[config.mk]
export PLATFORM = sky130hd
export DESIGN_NAME = fp_div_iter
export DESIGN_NICKNAME = d
export VERILOG_FILES = /design/src/rtl/fp_div_iter.sv
export SDC_FILE = /design/constraint.sdc
export NUM_CORES = 1
export LEC_CHECK = 0
export CAP_MARGIN = 15
export CORE_AREA = 2 2 105 158
export CTS_CLUSTER_DIAMETER = 30
export DETAILED_ROUTE_END_ITERATION = 16
export DIE_AREA = 0 0 107 160
export HOLD_SLACK_MARGIN = 0.02
export PLACE_DENSITY = 0.9
export SLEW_MARGIN = 20
export SYNTH_ARGS = -nofsm -noshare
export SYNTH_HDL_FRONTEND = slang
export SYNTH_SLANG_ARGS = --single-unit
export TNS_END_PERCENT = 10
[constraint.sdc]
create_clock -name clk -period 5.7 [get_ports clk]
set_input_delay 1.425 -clock clk [delete_from_list [all_inputs] [get_ports clk]]
set_output_delay 1.425 -clock clk [all_outputs]
set_load 0.05 [all_outputs]
[src/rtl/fp_div_iter.sv]
// Iterative IEEE-754 binary32 divider: one quotient bit per clock via restoring
// division, round-to-nearest-even, denormals flushed to zero, valid/ready handshakes.
module fp_div_iter (
  input  logic        clk,
  input  logic        reset,
  input  logic        in_valid,
  output logic        in_ready,
  input  logic [31:0] a,
  input  logic [31:0] b,
  output logic        out_valid,
  input  logic        out_ready,
  output logic [31:0] result,
  output logic        exception,
  output logic        overflow,
  output logic        underflow,
  output logic        div_by_zero
);

  localparam logic [1:0] IDLE = 2'd0;
  localparam logic [1:0] DIV  = 2'd1;
  localparam logic [1:0] NORM = 2'd2;
  localparam logic [1:0] DONE = 2'd3;

  logic [1:0]        state;
  logic [4:0]        count;
  logic [25:0]       rem;
  logic [25:0]       quo;
  logic [23:0]       mant_b;
  logic              sign;
  logic signed [9:0] exp_q;

  // Operand decode, only consumed on the acceptance edge
  logic [7:0]        ea, eb;
  logic              a_zero, b_zero, any_special, sign_in;
  logic signed [9:0] exp_in;

  assign ea          = a[30:23];
  assign eb          = b[30:23];
  assign a_zero      = (ea == 8'd0);
  assign b_zero      = (eb == 8'd0);
  assign any_special = (ea == 8'hFF) || (eb == 8'hFF);
  assign sign_in     = a[31] ^ b[31];
  assign exp_in      = $signed({2'b00, ea}) - $signed({2'b00, eb}) + 10'sd127;

  assign in_ready  = (state == IDLE) && !reset;
  assign out_valid = (state == DONE);

  // One restoring-division step; the remainder after subtraction is below mant_b,
  // so its top bit can be dropped before the shift.
  logic        rem_ge;
  logic [24:0] rem_sub;
  logic [25:0] rem_next;

  assign rem_ge   = (rem >= {2'b00, mant_b});
  assign rem_sub  = rem_ge ? 25'(rem - {2'b00, mant_b}) : rem[24:0];
  assign rem_next = {rem_sub, 1'b0};

  // Normalise, round and range-check the finished quotient
  logic [22:0]       mant_n, mant_r;
  logic              guard, sticky, inc, carry;
  logic [23:0]       rounded;
  logic signed [9:0] exp_n, exp_r;
  logic [31:0]       norm_result;
  logic              norm_ovf, norm_unf;

  // NOTE: every signal driven in always_comb gets a default first; a path that
  // leaves one unassigned would infer a latch.
  always_comb begin
    mant_n      = quo[23:1];
    guard       = quo[0];
    sticky      = (rem != 26'd0);
    exp_n       = exp_q - 10'sd1;
    if (quo[25]) begin
      mant_n = quo[24:2];
      guard  = quo[1];
      sticky = quo[0] | (rem != 26'd0);
      exp_n  = exp_q;
    end
    inc         = guard && (sticky || mant_n[0]);
    rounded     = {1'b0, mant_n} + {23'd0, inc};
    carry       = rounded[23];
    mant_r      = carry ? 23'd0 : rounded[22:0];
    exp_r       = exp_n + $signed({9'd0, carry});
    norm_ovf    = 1'b0;
    norm_unf    = 1'b0;
    norm_result = {sign, exp_r[7:0], mant_r};
    if (exp_r >= 10'sd255) begin
      norm_ovf    = 1'b1;
      norm_result = {sign, 8'hFF, 23'd0};
    end else if (exp_r <= 10'sd0) begin
      norm_unf    = 1'b1;
      norm_result = {sign, 31'd0};
    end
  end

  // NOTE: sequential state uses non-blocking assignments only, so every register
  // samples the pre-edge values regardless of statement order.
  always_ff @(posedge clk) begin
    if (reset) begin
      state       <= IDLE;
      count       <= 5'd0;
      rem         <= 26'd0;
      quo         <= 26'd0;
      mant_b      <= 24'd0;
      sign        <= 1'b0;
      exp_q       <= 10'sd0;
      result      <= 32'd0;
      exception   <= 1'b0;
      overflow    <= 1'b0;
      underflow   <= 1'b0;
      div_by_zero <= 1'b0;
    end else begin
      case (state)
        IDLE: begin
          if (in_valid) begin
            sign <= sign_in;
            if (any_special || (a_zero && b_zero)) begin
              result      <= {sign_in, 31'd0};
              exception   <= 1'b1;
              overflow    <= 1'b0;
              underflow   <= 1'b0;
              div_by_zero <= 1'b0;
              state       <= DONE;
            end else if (b_zero) begin
              result      <= {sign_in, 8'hFF, 23'd0};
              exception   <= 1'b0;
              overflow    <= 1'b0;
              underflow   <= 1'b0;
              div_by_zero <= 1'b1;
              state       <= DONE;
            end else if (a_zero) begin
              result      <= {sign_in, 31'd0};
              exception   <= 1'b0;
              overflow    <= 1'b0;
              underflow   <= 1'b0;
              div_by_zero <= 1'b0;
              state       <= DONE;
            end else begin
              rem    <= {3'b001, a[22:0]};
              mant_b <= {1'b1, b[22:0]};
              exp_q  <= exp_in;
              quo    <= 26'd0;
              count  <= 5'd0;
              state  <= DIV;
            end
          end
        end
        DIV: begin
          rem   <= rem_next;
          quo   <= {quo[24:0], rem_ge};
          count <= count + 5'd1;
          if (count == 5'd25) state <= NORM;
        end
        NORM: begin
          result      <= norm_result;
          exception   <= 1'b0;
          overflow    <= norm_ovf;
          underflow   <= norm_unf;
          div_by_zero <= 1'b0;
          state       <= DONE;
        end
        DONE: begin
          if (out_ready) state <= IDLE;
        end
        default: state <= IDLE;
      endcase
    end
  end

endmodule

Word-level counts from Yosys, hierarchy flattened
Index checks and enable logic that the tools add are counted.

Input bits: 68. Word-level logic and storage cells: 109. Register bits: 130. Output and inout port bits: 38.

Multiplexer cells: 51. Bitwise gates (word level): 5. $add $sub $neg: 7. Reduce and logical (&&, ||, !) cells: 18. Equal/unequal tests: 13. Magnitude comparators: 3.

Operators with widths (number): two-way mux 26 bit (8); two-way mux 32 bit (4); case mux 26 bit (2 select lines) (2); case mux 32 bit (2 select lines) (1); two-way mux 31 bit (2); two-way mux 23 bit (2); >= comparator 26 x 24 -> 1 bit (1); nonzero test 26 bit (1); two-way mux 25 bit (1); subtractor 25 x 24 -> 25 bit (1); adder 23 x 1 -> 24 bit (1); two-way mux 5 bit (4); == test 8 bit (second input constant) (2); logical NOT 8 bit (2); two-way mux 1 bit (14); two-way mux 2 bit (6); adder 10 x 2 -> 10 bit (1); adder 9 x 8 -> 10 bit (second input constant) (1); >= comparator 10 x 9 -> 1 bit (second input constant) (1); <= comparator 10 x 1 -> 1 bit (second input constant) (1); two-way mux 10 bit (1); != test 2 bit (second input constant) (5); case mux 5 bit (2 select lines) (1); AND reduction 5 bit (2); 20 further kinds (32).

Logic depth before layout (Yosys ltp)
Gate-level depths: netlist of the first run.

Depth after elaboration: 11. Depth in mapped cells: 19. Depth with buffers taken out: 16.

Worst setup path before layout of the first run
No wires, ideal clock.

Kind: register to register. From: reg quo[25]. To: reg result[0]. Data required time: 5.640 ns. Setup time: 0.060 ns. Arrival time: 4.137 ns. Cell stages (with the launch flop): 20. Period minus slack after synthesis: 4.197 ns. Setup slack: 1.503 ns. Path buffers: 3. Cell sequence: dfxtp_1 > buf_2 > buf_2 > nand2_1 > a2111oi_1 > nand4_1 > nor2_1 > nand2_1 > nor2_1 > ha_1 > ha_1 > nor2b_1 > mux2_2 > nand3_1 > o32ai_1 > xnor2_1 > a41o_1 > a211oi_2 > buf_6 > a22o_1.

Word-level cells in the longest chain between the ends: 9. Elaborated cells on any way between the ends: 14. Those cells by class: add/sub (2); order compare (2); mux (8); reduce/logical (2).

Ends and longest elaborated chain: from (decl) (line 27) `logic [25:0] quo;`; from (signal assigned) (line 150) `quo <= {quo[24:0], rem_ge};`; two-way mux 1 bit / two-way mux 23 bit (equally long branches) (line 73) `if (quo[25]) begin`; logical OR 1 bit (line 79) `inc = guard && (sticky || mant_n[0]);`; logical AND 1 bit (line 79); adder 23 x 1 -> 24 bit (line 80) `rounded = {1'b0, mant_n} + {23'd0, inc};`; adder 10 x 2 -> 10 bit (line 83) `exp_r = exp_n + $signed({9'd0, carry});`; <= comparator 10 x 1 -> 1 bit (line 90) `end else if (exp_r <= 10'sd0) begin`; two-way mux 31 bit (line 90); two-way mux 31 bit * (line 87) `if (exp_r >= 10'sd255) begin`; case mux 32 bit (2 select lines) * (line 113) `case (state)`; to (signal assigned) (line 118) `result <= {sign_in, 31'd0};`; to (signal assigned) (line 125) `result <= {sign_in, 8'hFF, 23'd0};`; to (signal assigned) (line 132) `result <= {sign_in, 31'd0};`; to (decl) (line 12) `output logic [31:0] result,`.

Every way passes the cells marked *; elsewhere a longest branch is shown, timed or not. A chain may end at the register's enable or synchronous reset.

Worst setup path in the final report of the first run
From: reg quo[25]. To: reg result[7].

Same word-level chain as after synthesis.

==> results.md, run 1 <==
* Status: finished clean
* Starting density of the core at 55.3%
* Layout cells sized above 1 at 5.62%
* Warnings, synthesis at 0
* Clock skew at 11.9 ps
* Max clock buf depth at 2
* DP Cell Count at 1,420
* Grt ovf at 0
* Clock Latency Late Sink at 430 ps
* Hpwl dp at 17,000 um
* Post-CTS setup buffers at 0
* Post-synth EDFFs at 0
* Via count at 9,066
* Mapped Area at 8790 um^2
* Post-Layout Cell Count at 1,452
* WL per Instance at 16.6 um
* Arrival time at the worst endpoint at 5510 ps
* Synth area leaders: dfxtp_1, nand2_1, ha_1
* Die width at 107 um
* Ant diodes at 0
* Critical path fanouts, max at 32
* Synth cell types at 81
* All-Layer GR Usage at 28.9%
* Avg Inst Size Synth at 7.54 um^2
* TritonCTS Buffers at 17
* Max Cap Viol at 0
* Worst slew pin tran at 979 ps
* Sum Neg Setup Slack at 0 ps
* Top Ports at 106
* Ys async rst share at 0%
* Vias in the first global route at 8,723
* Final ANT Viol Nets at 0
* Relative slew slack at 34.7%
* F_max at 0.194 GHz
* Drc violations at 0
* Drt initial violations at 593
* Most common cell after layout, fill and taps aside: nand2_1
* Peak supply drop at 0.339 mV
* Fill cell count at 1,307
* Critical Path End Type: flop
* Startpoint types: flop
* Yosys top cell area share at 29.6%
* Most frequent cells in the layout: nand2_1, dfxtp_1, a21oi_1
* Total wire length at 24,100 um
* Hold crit path type: flop to flop
* Largest net degree at the start of global routing at 94
* CORE AREA at 15,900 um^2
* Final Cycle Share at 90.4%
* Final min period at 5150 ps
* Data required, critical path at 6060 ps
* Final Hold Fails at 0
* Nets at 1,346
* GPL Wtd Cong at 0.955
* H-tree depth at 4
* Final setup vio count at 0
* Flop2flop setup slack at 550 ps
* Port Buf Inserts at 105
* Drt pass-1 iters at 5
* PD cells at 547 nW/um^2
* Initial antenna violation count at 0
* Vias per cell at 6.24
* Synthesis-to-finish area growth at 20.3%
* Leading area contributor after synthesis: dfxtp_1
* Syn_nets at 1,280
* Final Util at 66.5%
* CTS Root Cell: clkbuf_16
* Setup CP Type: flop to flop
* First-pass GRT wire length at 40,700 um
* Total power at 5.78 mW
* Num rows at 57
* Sink Count at 130
* Die height at 160 um
* Unrepaired setup endpoints after global routing: false
* Clock-pin slew on the worst setup and hold paths at 60 ps
* Sequential area share after synthesis at 29.6%
* Slew Viols, Final at 0
* #FFs+latches synth at 130
* Top_reg_cell synth: dfxtp_1
* CTS tree: built
* Post-Synthesis Cells at 1,167
* Leak at 3.76 nW
* Hold Worst Slack at 444 ps
* Die area at 17,100 um^2
report_power, final:
part,internal [mW],leakage [nW],total (mW),switching [mW]
Clock,0.754,0.305,1.18,0.425
Sequential,1.07,1.06,1.26,0.186
Combinational,1.23,2.40,3.34,2.11
critical path: stages, from the launching register on:
cell and delay, ps:
dfxtp_2 700, nand2_1 160, a2111oi_1 730, nand4_1 260
nor2_1 340, nand2_1 130, nor2_1 130, ha_1 220
ha_1 220, nor2b_1 190, mux2_2 220, nand3_1 200
o32ai_1 340, xnor2_1 150, a41o_1 320, a211oi_4 530
a22o_1 230
state kept, by name, indices dropped and copies added (netlist names):
signal	cells
exp_q	10
count	5
mant_b	24
exception	1
state	2
quo	26
sign	1
div_by_zero	1
underflow	1
result	32
overflow	1
rem	26
path summary, 6_finish.rpt:
path                                               from                 endpoint  depth (start not counted)
worst max-delay path               quo[25]$_SDFFE_PP0P_   result[7]$_SDFFE_PP0P_                         16
worst min-delay path            result[16]$_SDFFE_PP0P_  result[16]$_SDFFE_PP0P_                          2
worst min register to register  result[16]$_SDFFE_PP0P_  result[16]$_SDFFE_PP0P_                          2
worst max register to register     quo[25]$_SDFFE_PP0P_   result[7]$_SDFFE_PP0P_                         16
repair_timing:
item | in CTS | in global routing
gates resized for setup | 0 | 1
setup endpoints to repair | 0 | 11
hold buffers | 0 | 0
cells in the mapped netlist, types with 10 or more instances:
cell type and count:
xor2_1 19, dfxtp_1 130, a211oi_1 33, a21oi_1 106, nand3_1 66, nor4_1 18
o21ai_0 36, xnor2_1 35, o22ai_1 11, nand4_1 23, a22o_1 12, nand2_1 147
a21o_1 13, ha_1 43, and2_1 10, clkbuf_1 55, o41ai_1 11, nor2_1 92
a311oi_1 17, inv_1 61, nor3_1 22, nor2b_1 13, mux2i_1 16, o21ai_1 21
cells by family after synthesis:
logic type	after synthesis	share of synthesized area, %
flops	130	29.6
buf+inv	135	6.03
simple gates	444	24.4
fa+ha+maj	45	6.57
xor+xnor	54	5.38
compound gates	340	25.8
mux	19	2.21
area by class of cell:
type	count	area [um^2]	share of cell area (%)
multi-input combinational	902	5690	53.8
timing repair buffer	118	1140	10.8
tap	206	258	2.44
sequential	130	2600	24.6
inverter	64	240	2.27
clock inverter	13	184	1.74
clock buffer	19	453	4.28
routing by layer:
metal | up-vias | wire length (um) | share of wire (%) | global-route usage (%)
met5 | - | 0 | 0 | 0
met1 | 4194 | 9060 | 38 | 32.2
met2 | 390 | 12600 | 52 | 51.2
met4 | 0 | 1020 | 4.2 | 15.5
li1 | 4389 | - | - | -
met3 | 93 | 1410 | 5.9 | 5.39
through the flow:
step / area (um^2) / worst slack [ps]
6_report: 10600 / 547
4_1_cts: 10600 / 469
3_3_place_gp: 9930 / 711
2_1_floorplan: 8790 / 1500
3_5_place_dp: 9930 / 530
5_1_grt: 10600 / 110
Note: power is estimated with default switching activity, not from simulation.
==> run 2, diff against run 1 <==
- ABC_AREA: default -> 0
==> results of run 2 <==
The final DEF is identical to that of run 1; final timing and power are the same.
==> run 3, diff against run 2 <==
- ABC_AREA: 0 -> 1
- CORE_AREA: 2 2 105 158 -> 2 2 104 157
- DIE_AREA: 0 0 107 160 -> 0 0 106 159
- SETUP_SLACK_MARGIN: default -> 0.1
==> run 3 against run 2 <==
Global-route usage grew 0.29 points; sequential power is essentially flat; first-iteration DRC count shrank 20%; critical path type unchanged; highest routed layer unchanged.
==> results.md, run 3 <==
* Status: finished clean
* Final min period at 4520 ps
* GPL Wtd Cong at 0.951
* Num rows at 56
* Relative slew slack at 44.0%
* Sequential area share after synthesis at 29.9%
* Final Cycle Share at 79.3%
* Setup CP Type: flop to flop
* Leak at 4.35 nW
* Worst slew pin tran at 839 ps
* Synth top cells by count: nand2_1, a21oi_1, inv_1, dfxtp_1, o21ai_0
* PD cells at 529 nW/um^2
* Drt initial violations at 476
* Vias per cell at 5.61
* Clock Latency Late Sink at 440 ps
* Hold_buf cts at 0
* Final ANT Viol Nets at 0
* Hold crit path type: flop to flop
* H-tree depth at 4
* Top Ports at 106
* Unrepaired setup endpoints after global routing: false
* Critical path fanouts, max at 27
* CTS tree: built
* Cts repair resizes at 0
* Mapped Area at 8710 um^2
* Arrival time at the worst endpoint at 4870 ps
* Leading area contributor after synthesis: dfxtp_1
* Sum Neg Setup Slack at 0 ps
* Grt ovf at 0
* All-Layer GR Usage at 29.2%
* First-pass GRT wire length at 40,500 um
* Data required, critical path at 6050 ps
* Largest register by flop count: result
* Synthesis-to-finish area growth at 19.5%
* CORE AREA at 15,500 um^2
* Nets at 1,536
* Drc violations at 0
* Warnings, synthesis at 0
* Via count at 9,196
* Yosys top cell area share at 29.9%
* Most common cell after layout, fill and taps aside: nand2_1
* Vias in the first global route at 8,953
* Max FFs per register at 32
* Fill cell count at 1,361
* Most frequent cells in the layout: nand2_1, a21oi_1, inv_1
* Die area at 16,900 um^2
* Ant diodes at 0
* Syn_nets at 1,456
* Critical Path End Type: flop
* TritonCTS Buffers at 17
* Total power at 5.50 mW
* Drt pass-1 iters at 5
* Layout cells sized above 1 at 4.88%
* Initial antenna violation count at 0
* Final setup vio count at 0
* Flop2flop setup slack at 1180 ps
* CTS Root Cell: clkbuf_16
* Synth cell types at 46
* Largest net degree at the start of global routing at 71
* WL per Instance at 14.7 um
* Clock-pin slew on the worst setup and hold paths at 60 ps
* Post-synth EDFFs at 0
* Post-Synthesis Cells at 1,343
* Top Registers: result (32), quo (26), rem (26)
* Post-CTS setup buffers at 0
* Avg Inst Size Synth at 6.48 um^2
* F_max at 0.221 GHz
* Slew Viols, Final at 0
* Top_reg_cell synth: dfxtp_1
* Starting density of the core at 56.2%
* Max clock buf depth at 2
* Port Buf Inserts at 105
* Max Cap Viol at 0
* Die width at 106 um
* Peak supply drop at 0.346 mV
* Startpoint types: flop
* Cell with the most instances after synthesis: nand2_1
* Ys async rst share at 0%
* Synth area leaders: dfxtp_1, nand2_1, a21oi_1
* Hpwl dp at 17,700 um
* Total wire length at 24,000 um
* Clock skew at 8.80 ps
* #FFs+latches synth at 130
* Die height at 159 um
* Final Hold Fails at 0
* Sink Count at 130
run 3: changes by cell type in the layout (fill, tap and decap cells not counted), moves of 12 or more:
cell	change
a211oi_1	-32
a21oi_1	+86
a22o_1	-12
a311oi_1	-16
inv_1	+102
mux2i_1	-16
nand2_1	+149
nand3_1	-17
nand4_1	+25
nor2b_1	-13
o21ai_0	+79
xnor2_1	-16
run 3: worst paths after layout:
| check | depth (start not counted) | from | end |
|---|---|---|---|
| setup / recovery | 21 | quo[25]$_SDFFE_PP0P_ | result[15]$_SDFFE_PP0P_ |
| hold / removal | 2 | result[11]$_SDFFE_PP0P_ | result[11]$_SDFFE_PP0P_ |
| setup reg to reg | 21 | quo[25]$_SDFFE_PP0P_ | result[15]$_SDFFE_PP0P_ |
| hold reg to reg | 2 | result[11]$_SDFFE_PP0P_ | result[11]$_SDFFE_PP0P_ |
run 3: kinds of logic (layout without fill, tap and decap cells):
| family | count (synthesis) | count (layout) | share of synthesized area, % |
|---|---|---|---|
| simple gates | 543 | 543 | 27.2 |
| compound gates | 353 | 353 | 21.3 |
| buf+inv | 223 | 315 | 10.1 |
| flops | 130 | 130 | 29.9 |
| xor+xnor | 49 | 49 | 4.93 |
| fa+ha+maj | 45 | 45 | 6.64 |
run 3: final cells by class:
cell class / count / area (um^2) / share of cell area (%)
clock buffers: 19 / 443 / 4.26
clock inverters: 12 / 111 / 1.07
inverters: 168 / 631 / 6.06
multi-input cells: 990 / 5240 / 50.3
flip-flops and latches: 130 / 2600 / 25.0
well taps: 203 / 254 / 2.44
repair buffers: 116 / 1130 / 10.8
run 3: metal layers:
metal  GRT usage [%]  vias up  share of wire, %
li1                -     4631                 -
met1            30.2     4223                38
met2            55.7      254                54
met3            4.30       88               3.9
met4            15.0        0               4.3
met5               0        -                 0
run 3: per-stage QoR:
step                      cell area, um^2  util (%)  cells  setup WS (ps)  hold WS [ps]
after global placement               9850      63.6   1607           1500           443
after global routing                10400      67.2   1638            541           478
after CTS                           10400      67.2   1638           1190           462
after floorplan                      8710         -   1343           1820           433
after detailed placement             9850      63.6   1607           1240           454
final                               10400      67.2   1638           1180           461
run 3: power breakdown:
part	internal, mW	leakage, nW	switching, mW	total, mW
Clock	0.608	0.253	0.435	1.04
Sequential	1.09	1.06	0.137	1.23
Combinational	1.06	3.03	2.18	3.23
Total	2.76	4.35	2.75	5.50
run 3: critical path, cell delays in order, from the launching register on:
cell and delay [ps]:
dfxtp_1 870, inv_2 290, o21ai_0 320, nand2_1 130
nor2_2 230, nand3_2 140, nor2_2 130, inv_2 60
nor3_2 150, nand3_1 140, inv_1 90, ha_1 170
inv_1 50, nor2_1 130, nand3_1 130, nor2_2 200
nand3_2 140, o21ai_2 190, nand3_2 130, nor2_4 440
nand4_1 150, a21oi_1 160
